$ cat src/rtl/spi_controller.sv
// SPI host, mode 0 (CPOL=0, CPHA=0), MSB first, active-low chip select.
// Bytes arrive on a valid/ready stream. Bursts keep CS low until a byte flagged last has been sent.
module spi_controller #(
  parameter int DATA_WIDTH = 8,
  parameter int CLK_DIV    = 4,
  parameter int CS_GAP     = 2
) (
  input  logic                  sys_clock_i,
  input  logic                  sys_reset_i,
  input  logic [DATA_WIDTH-1:0] tx_data_i,
  input  logic                  tx_last_i,
  input  logic                  tx_valid_i,
  output logic                  tx_ready_o,
  output logic [DATA_WIDTH-1:0] rx_data_o,
  output logic                  rx_valid_o,
  output logic                  busy_o,
  output logic                  spi_clock_o,
  output logic                  spi_cs_o,
  output logic                  spi_pico_o,
  input  logic                  spi_poci_i
);

  localparam int DIV_W = (CLK_DIV > 1) ? $clog2(CLK_DIV) : 1;
  localparam int BIT_W = $clog2(DATA_WIDTH + 1);
  localparam int GAP_W = (CS_GAP > 2) ? $clog2(CS_GAP - 1) : 1;
  localparam logic [DIV_W-1:0] DIV_LAST = DIV_W'(CLK_DIV - 1);
  localparam logic [BIT_W-1:0] BIT_LAST = BIT_W'(DATA_WIDTH);
  localparam logic [GAP_W-1:0] GAP_LAST = GAP_W'((CS_GAP >= 2) ? (CS_GAP - 2) : 0);

  typedef enum logic [2:0] {
    S_IDLE,
    S_LEAD,
    S_SHIFT,
    S_WAIT,
    S_TAIL,
    S_GAP
  } state_t;

  state_t                state_q, state_d;
  logic [DIV_W-1:0]      div_cnt_q, div_cnt_d;
  logic [BIT_W-1:0]      bit_cnt_q, bit_cnt_d;
  logic [GAP_W-1:0]      gap_cnt_q, gap_cnt_d;
  logic [DATA_WIDTH-1:0] tx_shift_q, tx_shift_d;
  logic [DATA_WIDTH-1:0] rx_shift_q, rx_shift_d;
  logic [DATA_WIDTH-1:0] rx_data_q, rx_data_d;
  logic                  last_q, last_d;
  logic                  sclk_q, sclk_d;
  logic                  cs_q, cs_d;
  logic                  pico_q, pico_d;
  logic                  ready_q, ready_d;
  logic                  rx_valid_q, rx_valid_d;
  logic                  busy_q, busy_d;
  logic                  accept;

  assign accept = tx_valid_i & ready_q;

  always_comb begin
    state_d    = state_q;
    div_cnt_d  = div_cnt_q;
    bit_cnt_d  = bit_cnt_q;
    gap_cnt_d  = gap_cnt_q;
    tx_shift_d = tx_shift_q;
    rx_shift_d = rx_shift_q;
    rx_data_d  = rx_data_q;
    last_d     = last_q;
    sclk_d     = sclk_q;
    cs_d       = cs_q;
    pico_d     = pico_q;
    ready_d    = ready_q;
    rx_valid_d = 1'b0;

    case (state_q)
      S_IDLE, S_WAIT: begin
        // In WAIT, ready rises one cycle after rx_valid, never in the same cycle.
        ready_d = 1'b1;
        if (state_q == S_IDLE) begin
          cs_d   = 1'b1;
          sclk_d = 1'b0;
        end
        if (accept) begin
          state_d    = S_LEAD;
          tx_shift_d = tx_data_i;
          last_d     = tx_last_i;
          pico_d     = tx_data_i[DATA_WIDTH-1];
          cs_d       = 1'b0;
          sclk_d     = 1'b0;
          ready_d    = 1'b0;
          div_cnt_d  = '0;
          bit_cnt_d  = '0;
        end
      end

      S_LEAD: begin
        if (div_cnt_q == DIV_LAST) begin
          state_d    = S_SHIFT;
          div_cnt_d  = '0;
          sclk_d     = 1'b1;
          rx_shift_d = (rx_shift_q << 1) | DATA_WIDTH'(spi_poci_i);
          bit_cnt_d  = bit_cnt_q + 1'b1;
        end else begin
          div_cnt_d = div_cnt_q + 1'b1;
        end
      end

      S_SHIFT: begin
        if (div_cnt_q == DIV_LAST) begin
          div_cnt_d = '0;
          if (!sclk_q) begin
            // Rising SCLK: capture poci in the same system edge that raises the clock.
            sclk_d     = 1'b1;
            rx_shift_d = (rx_shift_q << 1) | DATA_WIDTH'(spi_poci_i);
            bit_cnt_d  = bit_cnt_q + 1'b1;
          end else begin
            sclk_d = 1'b0;
            if (bit_cnt_q == BIT_LAST) begin
              rx_data_d  = rx_shift_q;
              rx_valid_d = 1'b1;
              state_d    = last_q ? S_TAIL : S_WAIT;
            end else begin
              tx_shift_d = tx_shift_q << 1;
              pico_d     = tx_shift_d[DATA_WIDTH-1];
            end
          end
        end else begin
          div_cnt_d = div_cnt_q + 1'b1;
        end
      end

      S_TAIL: begin
        if (div_cnt_q == DIV_LAST) begin
          div_cnt_d = '0;
          cs_d      = 1'b1;
          // The first IDLE cycle still has CS high, so it counts toward the gap.
          if (CS_GAP == 1) begin
            state_d = S_IDLE;
            ready_d = 1'b1;
          end else begin
            state_d   = S_GAP;
            gap_cnt_d = '0;
          end
        end else begin
          div_cnt_d = div_cnt_q + 1'b1;
        end
      end

      S_GAP: begin
        if (gap_cnt_q == GAP_LAST) begin
          state_d = S_IDLE;
          ready_d = 1'b1;
        end else begin
          gap_cnt_d = gap_cnt_q + 1'b1;
        end
      end

      default: begin
        state_d = S_IDLE;
        cs_d    = 1'b1;
        sclk_d  = 1'b0;
        ready_d = 1'b1;
      end
    endcase

    busy_d = (state_d != S_IDLE);
  end

  always_ff @(posedge sys_clock_i) begin
    if (sys_reset_i) begin
      state_q    <= S_IDLE;
      div_cnt_q  <= '0;
      bit_cnt_q  <= '0;
      gap_cnt_q  <= '0;
      tx_shift_q <= '0;
      rx_shift_q <= '0;
      rx_data_q  <= '0;
      last_q     <= 1'b0;
      sclk_q     <= 1'b0;
      cs_q       <= 1'b1;
      pico_q     <= 1'b0;
      ready_q    <= 1'b1;
      rx_valid_q <= 1'b0;
      busy_q     <= 1'b0;
    end else begin
      state_q    <= state_d;
      div_cnt_q  <= div_cnt_d;
      bit_cnt_q  <= bit_cnt_d;
      gap_cnt_q  <= gap_cnt_d;
      tx_shift_q <= tx_shift_d;
      rx_shift_q <= rx_shift_d;
      rx_data_q  <= rx_data_d;
      last_q     <= last_d;
      sclk_q     <= sclk_d;
      cs_q       <= cs_d;
      pico_q     <= pico_d;
      ready_q    <= ready_d;
      rx_valid_q <= rx_valid_d;
      busy_q     <= busy_d;
    end
  end

  assign tx_ready_o  = ready_q;
  assign rx_data_o   = rx_data_q;
  assign rx_valid_o  = rx_valid_q;
  assign busy_o      = busy_q;
  assign spi_clock_o = sclk_q;
  assign spi_cs_o    = cs_q;
  assign spi_pico_o  = pico_q;

endmodule

$ cat config.mk
export PLATFORM = sky130hd
export DESIGN_NAME = spi_controller
export DESIGN_NICKNAME = d
export VERILOG_FILES = /design/src/rtl/spi_controller.sv
export SDC_FILE = /design/constraint.sdc
export NUM_CORES = 1
export LEC_CHECK = 0
export ABC_CLOCK_PERIOD_IN_PS = 1750
export BUFFER_PORTS_ARGS = -buffer_cell sky130_fd_sc_hd__buf_4
export CAP_MARGIN = 25
export CORE_MARGIN = 2
export CORE_UTILIZATION = 30
export CTS_CLUSTER_SIZE = 10
export DETAILED_ROUTE_END_ITERATION = 10
export GPL_ROUTABILITY_DRIVEN = 1
export GPL_TIMING_DRIVEN = 0
export SETUP_SLACK_MARGIN = 0.4
export SYNTH_ARGS = -nofsm -noshare
export SYNTH_HDL_FRONTEND = slang
export SYNTH_SLANG_ARGS = --single-unit
$ cat constraint.sdc
create_clock -name sys_clock_i -period 1.75 [get_ports sys_clock_i]
set_input_delay 0.35 -clock sys_clock_i [delete_from_list [all_inputs] [get_ports sys_clock_i]]
set_output_delay 0.35 -clock sys_clock_i [all_outputs]
set_load 0.02 [all_outputs]
==> out/qor_table.md <==
| Metric | Reported | Unit |
| --- | --- | --- |
| Weighted congestion reported at the end of routability-driven placement | 0.816 | - |
| End of the worst register-to-register path | tx_shift_q[0] | - |
| Maximum vdd ir drop | 0.445 | mV |
| Number of buffer cells added on primary ports | 26 | - |
| Part of the Yosys area used for sequential elements | 45.2 | % |
| Met1 Routed Length | 1.99 | mm |
| Mean number of vias per cell | 4.91 | - |
| Maximum cell stage delay along the critical path | 0.43 | ns |
| Class of the worst hold path | in -> reg | - |
| Required time of the critical path | 1.97 | ns |
| Util after Layout | 45.0 | % |
| Cell class contributing the biggest share of worst-path delay | simple AND/OR/NAND/NOR gates | - |
| Crit-path cells | ha_4 > nand2_2 > or3b_4 > a21oi_4 > buf_6 > nand3b_1 > a21oi_1 | - |
| First-pass GRT wire length | 6.91 | mm |
| Minimum clock period after layout | 1.70 | ns |
| Worst reg-to-reg setup slack | 0.05 | ns |
| CTS clk-pin slew, worst paths | 0.08 | ns |
| Final net count | 262 | - |
| Worst-Margin Slew | 0.514 | ns |
| Vias in the first global route | 1,486 | - |
| Hold path cells | 2 | - |
| Number of sinks handled by clock tree synthesis | 39 | - |
| Power density of the placed cells | 876 | nW/µm² |
| Slowest cell on the critical path | or3b_4 | - |
| Worst hold slack after final layout | 0.262 | ns |
| Pins over their slew limit | 0 | - |
| Cells after synthesis | 197 | - |
| Setup crit start | div_cnt_q[0] | - |
| Wire length on met2 | 2.06 | mm |
| End point of the most critical hold path | spi_clock_o | - |
| Total Wirelength | 4.32 | mm |
| Worst-path fanout max | 5 | - |
| Synthesis-to-finish area growth | 44.5 | % |
| Outcome | complete, no violations | - |
| Fin Setup TNS | 0 | ns |
| Min-delay src | sys_reset_i | - |
| Max-cap violation count | 0 | - |
| Root buffer selected by CTS | clkbuf_8 | - |
| Post-DR wirelength/cell | 13.5 | µm |
| Initial antenna violation count | 0 | - |
| Total clock buffers created by CTS | 5 | - |
| Fin. Hold Viols | 0 | - |
| Maximum number of pins on one net before global-route repair | 14 | - |
| Unrepaired setup endpoints after global routing | yes | - |
| GRT Total Usage | 13.8 | % |
| WS Path Type | reg -> reg | - |
| Clock Tree Buf Depth | 2 | - |
| DRC violations left | 0 | - |
| Finish-stage setup viols | 0 | - |
| Detailed Routing Iterations Pass 1 | 4 | - |
| Worst clock skew | 0.00566 | ns |
| Largest cells by area after synthesis | dfxtp_1 (45%), mux2i_1 (9.3%), a21oi_1 (6.1%) | - |
| CP Launch Type | flop | - |
| Endpoint arrival time on the critical path | 1.92 | ns |
| CTS H-tree lvls | 2 | - |
| Area share of the largest cell type after synthesis | 45.2 | % |
| Number of nets with antenna violations after routing | 0 | - |
| # rows | 27 | - |
| Post-route setup slack | 0.0533 | ns |
| Synthesis-stage register bit count | 39 | - |
| RR Startpoint | div_cnt_q[0] | - |
| Met3 Routed Length | 212 | µm |
| Depth of the most critical reg-to-reg path | 7 | - |
| Clock latency on the worst-skew pair | 0.29 | ns |
| Tightest slew margin relative to the limit | 65.7 | % |
| F_max | 589 | MHz |
| Synth Warn # | 0 | - |
| Total power | 2.19 | mW |
| Die X-Extent | 79.9 | µm |
| Netlist area before placement | 1730 | µm² |
| Buffers plus inverters on the worst setup path | 1 | - |
| Full die area | 6380 | µm² |
| Static leakage | 0.981 | nW |
| Effective utilization at floorplan | 31.2 | % |
| Worst Setup Slack post-DPL | -0.180 | ns |
| Via count | 1,565 | - |
| Syn_area_per_cell | 8.76 | µm² |
| Critical Path End Type | flop | - |
| Placeable core region | 5540 | µm² |
| Remaining global-route overflow | 0 | - |
| Share of post-route cells with drive strength above 1 | 38.5 | % |
| Total I/O pin count | 27 | - |
| Hold buffer count at cts | 0 | - |
| Period Utilization, post-route | 97.0 | % |
| Number of DRC markers after the initial detailed-route iteration | 87 | - |
| Syn Nets | 213 | - |
| Highest metal used | met4 | - |
| Total half-perimeter wirelength after legalization and detailed placement | 2.64 | mm |
| Post-synth cell types | 35 | - |
| Yosys top cell by area | dfxtp_1 | - |
| Die Ht | 79.9 | µm |
| Clock tree from TritonCTS | built | - |
| Number of inserted diodes | 0 | - |
[Yosys cell counts, drive strengths merged]
cell type / number
dfxtp: 39
nand2: 25
nor2: 25
a21oi: 22
mux2i: 16
a211oi: 9
nand2b: 6
o21ai: 6
clkbuf: 5
inv: 5
nand3: 5
buf: 4
xnor2: 4
ha: 3
nor2b: 3
or3: 3
a31oi: 2
nand3b: 2
nor4: 2
a21boi: 1
a21o: 1
nand4: 1
nor3: 1
nor3b: 1
o2111ai: 1
o211ai: 1
o21bai: 1
o2bb2ai: 1
or3b: 1
xor2: 1
[timing repair]
item	CTS	global route
pin swaps	10	12
endpoints found under the setup margin	36	35
hold endpoints to repair	0	0
cloned	1	0
gates resized for setup	23	24
setup buffers	8	6
[per-stage QoR]
stage	instances	cell area (µm²)
finish	319	2490
global route	319	2490
CTS	313	2350
detailed placement	296	2090
global placement	295	2090
floorplan	197	1800
[layout make-up]
cell class                 instances  area (µm²)
multi-input combinational        144        1070
timing repair buffer              42         329
buffer                             9        78.8
fill                             567        3050
clock buffer                       5        68.8
tap                               72        90.1
clock inverter                     3        43.8
sequential                        39         798
inverter                           5        18.8
[flip-flops by register name (all words and copies together), names as in the netlist]
| name | cells |
|---|---|
| last_q | 1 |
| rx_valid_o | 1 |
| tx_shift_q | 7 |
| spi_pico_o | 1 |
| div_cnt_q | 2 |
| rx_shift_q | 8 |
| rx_data_o | 8 |
| state_q | 3 |
| tx_ready_o | 1 |
| spi_clock_o | 1 |
| bit_cnt_q | 4 |
| spi_cs_o | 1 |
| busy_o | 1 |
[worst register-to-register path, delay by kind of cell, from the launching register on]
kind | cells | cell delay, ns
simple gates | 3 | 0.63
flops | 1 | 0.36
compound gates | 2 | 0.33
buf+inv | 1 | 0.17
fa+ha+maj | 1 | 0.16
[how the worst max path moves through the flow]
stage,to,slack (ns),depth (start not counted)
6_report,tx_shift_q[0],0.05,7
3_5_place_dp,rx_data_o[6],-0.18,6
4_1_cts,tx_shift_q[0],0.05,8
3_3_place_gp,rx_data_o[1],-0.47,5
2_1_floorplan,tx_shift_q[0],0.09,8
5_1_grt,tx_shift_q[0],-0.05,7
[layer usage]
layer / global-route usage [%] / vias up
li1: - / 780
met1: 18.9 / 735
met2: 21.3 / 42
met3: 2.83 / 8
met4: 5.08 / 0
met5: 0 / -
[cells in the final DEF, fill, tap and decap left out, drive strengths merged, types with 3 or more instances in the layout]
master	synthesis	final
o21ai	6	6
nand3	5	5
xnor2	4	4
nor2	25	25
mux2i	16	16
a211oi	9	9
nand2	25	25
ha	3	3
buf	4	48
dfxtp	39	39
inv	5	5
clkbuf	5	8
nor2b	3	3
nand2b	6	6
a21oi	22	22
or3	3	3
[cells by family (layout without fill, tap and decap cells)]
logic type | count (synthesis) | count (layout) | synth area share, %
DFF | 39 | 39 | 45.2
muxes | 16 | 16 | 9.28
and+or+nand+nor | 75 | 75 | 20.0
AOI/OAI and AO/OA | 45 | 45 | 16.7
adders and majority gates | 3 | 3 | 2.17
buffers and inverters | 14 | 64 | 4.06
xor gates and xnor gates | 5 | 5 | 2.54
[where the power goes]
part	switching (mW)	total (mW)	internal, mW
Combinational	0.227	0.446	0.219
Clock	0.327	0.751	0.425
Sequential	0.0455	0.988	0.943
Power figures use the tool's default switching activity.
